--- src/rtl/sram4_arbiter.sv ---
// rtl/sram4_arbiter.sv - two-requester round-robin arbiter and access sequencer for SRAM4
//
// Ports:
//   CLK, RST             clock, synchronous active-high reset
//   a_req/a_we/a_addr/a_din   requester A transaction (req held until a_done)
//   a_done, a_rdata      A completion pulse and read data (held until next A read)
//   b_*                  same set for requester B
//   mem_addr, mem_din, mem_rw  registered SRAM4 drive (mem_rw = write strobe)
//   mem_dout             SRAM4 combinational read data
//   busy                 high whenever the sequencer is not idle

module sram4_arbiter (
    input  logic       CLK,
    input  logic       RST,
    input  logic       a_req,
    input  logic       a_we,
    input  logic [1:0] a_addr,
    input  logic [3:0] a_din,
    output logic       a_done,
    output logic [3:0] a_rdata,
    input  logic       b_req,
    input  logic       b_we,
    input  logic [1:0] b_addr,
    input  logic [3:0] b_din,
    output logic       b_done,
    output logic [3:0] b_rdata,
    output logic [1:0] mem_addr,
    output logic [3:0] mem_din,
    output logic       mem_rw,
    input  logic [3:0] mem_dout,
    output logic       busy
);

    typedef enum logic [1:0] {
        IDLE   = 2'd0,
        ACCESS = 2'd1,
        RESP   = 2'd2
    } state_t;

    state_t state;
    logic   last_b;
    logic   gnt_b;
    logic   cur_we;
    logic   grant_b;

    // B wins only if A is idle, or on a tie when A was the one served last.
    assign grant_b = b_req & (~a_req | ~last_b);

    always_ff @(posedge CLK) begin
        if (RST) begin
            state    <= IDLE;
            last_b   <= 1'b1;
            gnt_b    <= 1'b0;
            cur_we   <= 1'b0;
            mem_addr <= 2'd0;
            mem_din  <= 4'd0;
            mem_rw   <= 1'b0;
            a_done   <= 1'b0;
            b_done   <= 1'b0;
            a_rdata  <= 4'd0;
            b_rdata  <= 4'd0;
            busy     <= 1'b0;
        end else begin
            a_done <= 1'b0;
            b_done <= 1'b0;
            case (state)
                IDLE: begin
                    if (a_req | b_req) begin
                        state    <= ACCESS;
                        busy     <= 1'b1;
                        last_b   <= grant_b;
                        gnt_b    <= grant_b;
                        // Everything the transaction needs is latched here, so the
                        // requester may change or drop its inputs from now on.
                        cur_we   <= grant_b ? b_we   : a_we;
                        mem_rw   <= grant_b ? b_we   : a_we;
                        mem_addr <= grant_b ? b_addr : a_addr;
                        mem_din  <= grant_b ? b_din  : a_din;
                    end
                end
                ACCESS: begin
                    state  <= RESP;
                    // Write strobe lasts exactly the ACCESS cycle.
                    mem_rw <= 1'b0;
                    if (gnt_b) begin
                        b_done <= 1'b1;
                    end else begin
                        a_done <= 1'b1;
                    end
                    if (!cur_we) begin
                        if (gnt_b) begin
                            b_rdata <= mem_dout;
                        end else begin
                            a_rdata <= mem_dout;
                        end
                    end
                end
                RESP: begin
                    state <= IDLE;
                    busy  <= 1'b0;
                end
                default: begin
                    state  <= IDLE;
                    busy   <= 1'b0;
                    mem_rw <= 1'b0;
                end
            endcase
        end
    end

endmodule
--- config.mk ---
export PLATFORM = sky130hd
export DESIGN_NAME = sram4_arbiter
export DESIGN_NICKNAME = d
export VERILOG_FILES = /design/src/rtl/sram4_arbiter.sv
export SDC_FILE = /design/constraint.sdc
export NUM_CORES = 1
export LEC_CHECK = 0
export CAP_MARGIN = 20
export CORE_MARGIN = 2
export CORE_UTILIZATION = 63
export DETAILED_ROUTE_END_ITERATION = 12
export DONT_BUFFER_PORTS = 1
export PLACE_DENSITY_LB_ADDON = 0.05
export SYNTH_ARGS = -nofsm -noshare
export SYNTH_HDL_FRONTEND = slang
export SYNTH_SLANG_ARGS = --single-unit
export TNS_END_PERCENT = 20
--- constraint.sdc ---
create_clock -name CLK -period 2.1 [get_ports CLK]
set_clock_uncertainty 0.2 [all_clocks]
set_input_delay 0.42 -clock CLK [delete_from_list [all_inputs] [get_ports CLK]]
set_output_delay 0.42 -clock CLK [all_outputs]
set_load 0.01 [all_outputs]
; ---- Yosys cells after proc, flatten, opt, wreduce, memory -nomap -nowiden
; Cells that the tools add are included.
[word_totals]
ff_bits = 23
in_bits = 22
output_inout_bits = 18
wordCells = 42
[op_classes]
eq_ne = 3
muxes = 11
bitwise = 9
n_reduce_logical = 7
[ops]
columns = cell, count
row1 = inverter 1 bit, 6
row2 = AND reduction 2 bit, 3
row3 = AND reduction 3 bit, 2
row4 = 2-to-1 mux 1 bit, 5
row5 = 2-to-1 mux 2 bit, 2
row6 = 2-to-1 mux 4 bit, 1
row7 = one-hot mux 1 bit (2 select lines), 2
row8 = one-hot mux 2 bit (2 select lines), 1
row9 = "equality test 2 x 1 -> 1 bit, second input constant", 1
row10 = "equality test 2 bit, second input constant", 1
row11 = logical NOT 2 bit, 1
row12 = "inequality test 2 bit, second input constant", 1
row13 = OR 1 bit, 2
row14 = OR reduction 2 bit, 1
row15 = AND 1 bit, 1

; ---- Logic depth before layout (Yosys ltp)
[logic_depth]
word_depth = 6
ltp_mapped = 4
depth_no_buf = 3

; ---- Least setup slack after synthesis
; No wires, ideal clock.
[synth_timing]
path_type = input to register
startpoint = input port b_req
endpoint = register mem_rw
setup_ns = 0.125
arrival_time_ns = 1.054
required_ns = 1.775
path_slack_ns = 0.721
path_stages = 4
path_buffers = 1
cell_sequence = a21boi_2 buf_6 mux2i_1 o32ai_2
[synth_between]
elab_chain_cells = 4
elab_cells_between_ends = 7
classes_between = 1 x eq/ne / 3 x mux / 2 x bitwise / 1 x reduce/logical
[synth_rtl]
columns = element, line
row1 = from (decl), 21  ; input logic b_req,
row2 = AND 1 bit, 47  ; assign grant_b = b_req & (~a_req | ~last_b);
row3 = 2-to-1 mux 1 bit, 76  ; mem_rw <= grant_b ? b_we : a_we;
row4 = 2-to-1 mux 1 bit, 68  ; if (a_req | b_req) begin
row5 = one-hot mux 1 bit (2 select lines), 66  ; case (state)
row6 = to (signal assigned), 76
row7 = to (decl), 29  ; output logic mem_rw,
; Several ways; a longest one is shown, not always the timed one. The select of a mux whose other input is x is not followed.
; A chain may end at the register's enable or synchronous reset.

; ---- Final worst setup path
[layout_timing]
startpoint = input port RST
endpoint = register b_done
[layout_between]
elab_chain_cells = 1
[layout_rtl]
columns = element, line
row1 = from (decl), 14  ; input logic RST,
row2 = OR reduction 2 bit (no line), n/a
row3 = to (signal assigned), 59  ; b_done <= 1'b0;
row4 = to (signal assigned), 65  ; b_done <= 1'b0;
row5 = to (signal assigned), 86  ; b_done <= 1'b1;
row6 = to (decl), 25  ; output logic b_done,
; No other way between the ends.

==> run summary <==
Peak Freq: 579.7 MHz
Vias/cell: 6.373
Num Clock Sinks: 23
synth top area cells: dfxtp_1 (50%), mux2i_1 (16%), a211oi_1 (5.7%)
FF+latch count, synth: 23
CP endpoint: b_done
pin count of the biggest net entering global routing: 21
core area: 1334 sq um
H-tree levels: 1
Max VDD drop: 554.1 uV
die area: 1788 sq um
worst setup path start: RST
cell area after synthesis: 923.4 sq um
final setup TNS: 0 ns
I/O pin count: 40
Rel. slew slack: 51.93%
Critical Path RT: 2.10 ns
Starting Density: 69.23%
Power Dens Cells: 855.6 nW/um^2
Main synth FF type: dfxtp_1
critical path class: in -> reg
storage element area: 460.4 sq um
worst-path fanout max: 20
initial antenna violation count: 0
LEAKAGE: 0.3394 nW
min cycle time layout: 1.725 ns
max-cap violation count: 0
Worst-Skew Late Latency: 0.30 ns
number of flops mapped to enable cells by yosys: 0
max-slew violations: 0
clk slew on worst S/H paths: 0.12 ns
CP arrival: 1.73 ns
residual DRC count: 0
post-synth net total: 110
FF-to-FF path depth: 3
Synth Area per Inst: 10.49 sq um
fillcell total: 112
post-CTS sizing: 0
RSZ-0062 raised after global routing: no
number of synthesis warnings: 0
drt first pass iters: 5
reg-to-reg setup timing slack: 0.51 ns
final worst-path cycle share: 82.14%
Seq/Total Area, Yosys: 49.86%
outcome: completed
most frequent cells in the layout: dfxtp_1 (23), mux2i_1 (15), nor2_1 (11), a21oi_1 (9), a211oi_1 (7)
Yosys top cell area share: 49.86%
fraction of registers with async set or reset after synthesis: 0%
Final nets: 110
DR iter-0 viols: 11
share of cells above drive strength 1: 8.046%
Antenna Nets Post-Route: 0
worst r2r src: last_b
Crit. End Element: flip-flop
RePlAce Congestion: 0.6978
grt total ovfl: 0
# port buffers: 0
vias in the first global route: 610
Yosys top cell by area: dfxtp_1
Inst Count DP: 97
row count: 13
Worst Hold Class: in -> reg
CTS tree: done
TritonCTS Buffers: 3
Final Setup Violations: 0
Global Route Usage Sum: 19.39%
Finished Layout Cells: 102
final wirelength: 1708 um
P&R area growth vs syn: 2.168%
Slew @ Worst Pin: 0.7187 ns
first-pass GRT wire length: 2691 um
die width: 42.29 um
Wirelength per Cell: 16.75 um
RR Endpoint: cur_we
Chip Height: 42.29 um
Clock Path Buffers: 2
CP Launch Type: input pin
Multi-input gate area: 424.2 sq um
Fin. Hold Viols: 0
Synth cell types: 24
Diodes inserted: 0
CTS Root Buffer Type: clkbuf_4
post-synthesis cell count: 88
commonest non-fill, non-tap cell in the layout: dfxtp_1
via count: 650
==> worst min path at each step <==
stage                 from  endpoint  slack (ns)  cells past startpoint
floorplan           last_b    last_b        0.28                      2
global placement    last_b    last_b        0.29                      2
detailed placement     RST     gnt_b        0.29                      1
CTS                    RST    last_b       0.009                      1
global route           RST    mem_rw        0.01                      1
finish                 RST    last_b        0.01                      1
==> report_power, final <==
group          total (mW)  internal, mW  switching [mW]
Clock               0.196        0.0740           0.122
Combinational       0.103        0.0469          0.0561
Sequential          0.509         0.470          0.0388
Total               0.807         0.591           0.216
==> critical path: stages <==
cell and delay [ns]:
dlygate4sd3_1 1.00, nor3_1 0.12, and2_1 0.19
==> final cells by class <==
cell class,instances,area share (%)
Sequential cell,23,48.81
Multi-Input combinational cell,58,44.96
Clock buffer,4,2.785
Tap cell,15,1.989
Timing Repair Buffer,1,1.061
Inverter,1,0.3979
==> sequential cells by signal, indices dropped and copies added (netlist names) <==
register and cells:
busy 1, gnt_b 1, last_b 1, cur_we 1, b_rdata 4, mem_addr 2
b_done 1, a_rdata 4, mem_rw 1, a_done 1, mem_din 4, state 2
==> synthesized netlist by cell type (2+ instances only) <==
cell,instances
nor2_1,11
nand2_1,2
mux2i_1,15
dfxtp_1,23
a21oi_1,9
clkbuf_1,3
o21ai_0,2
a211oi_1,7
==> cells by family (layout without fill, tap and decap cells) <==
logic type	count (synthesis)	in the layout	share of synthesized area, %
flops	23	23	49.86
compound gates	22	22	16.53
buf+inv	7	6	4.200
mux	15	15	16.26
simple gates	21	21	13.14
==> through the flow <==
| step | hold WS [ns] | utilization (%) | power, mW | worst slack, ns | instance area (sq um) |
|---|---|---|---|---|---|
| 2_1_floorplan | 0.2761 | - | 0.6045 | 0.7214 | 923.4 |
| 4_1_cts | 0.008503 | 70.73 | 0.8123 | 0.3723 | 943.4 |
| 3_5_place_dp | 0.2945 | 68.01 | 0.6144 | 0.4177 | 907.1 |
| 3_3_place_gp | 0.2902 | 68.01 | 0.6103 | 0.4832 | 907.1 |
| 6_report | 0.01054 | 70.73 | 0.8072 | 0.3751 | 943.4 |
| 5_1_grt | 0.01340 | 70.73 | 0.8423 | 0.2819 | 943.4 |
==> per-layer routing <==
metal	global-route usage, %	wire length, um
met5	0	0
met4	9.375	39
met3	3.017	86
met2	28.92	820
met1	27.25	762
==> what timing repair did <==
action,CTS,global route
setup buffers,0,0
hold buffers,1,0
hold endpoints to repair,20,0
Note: power is estimated with default switching activity, not from simulation.
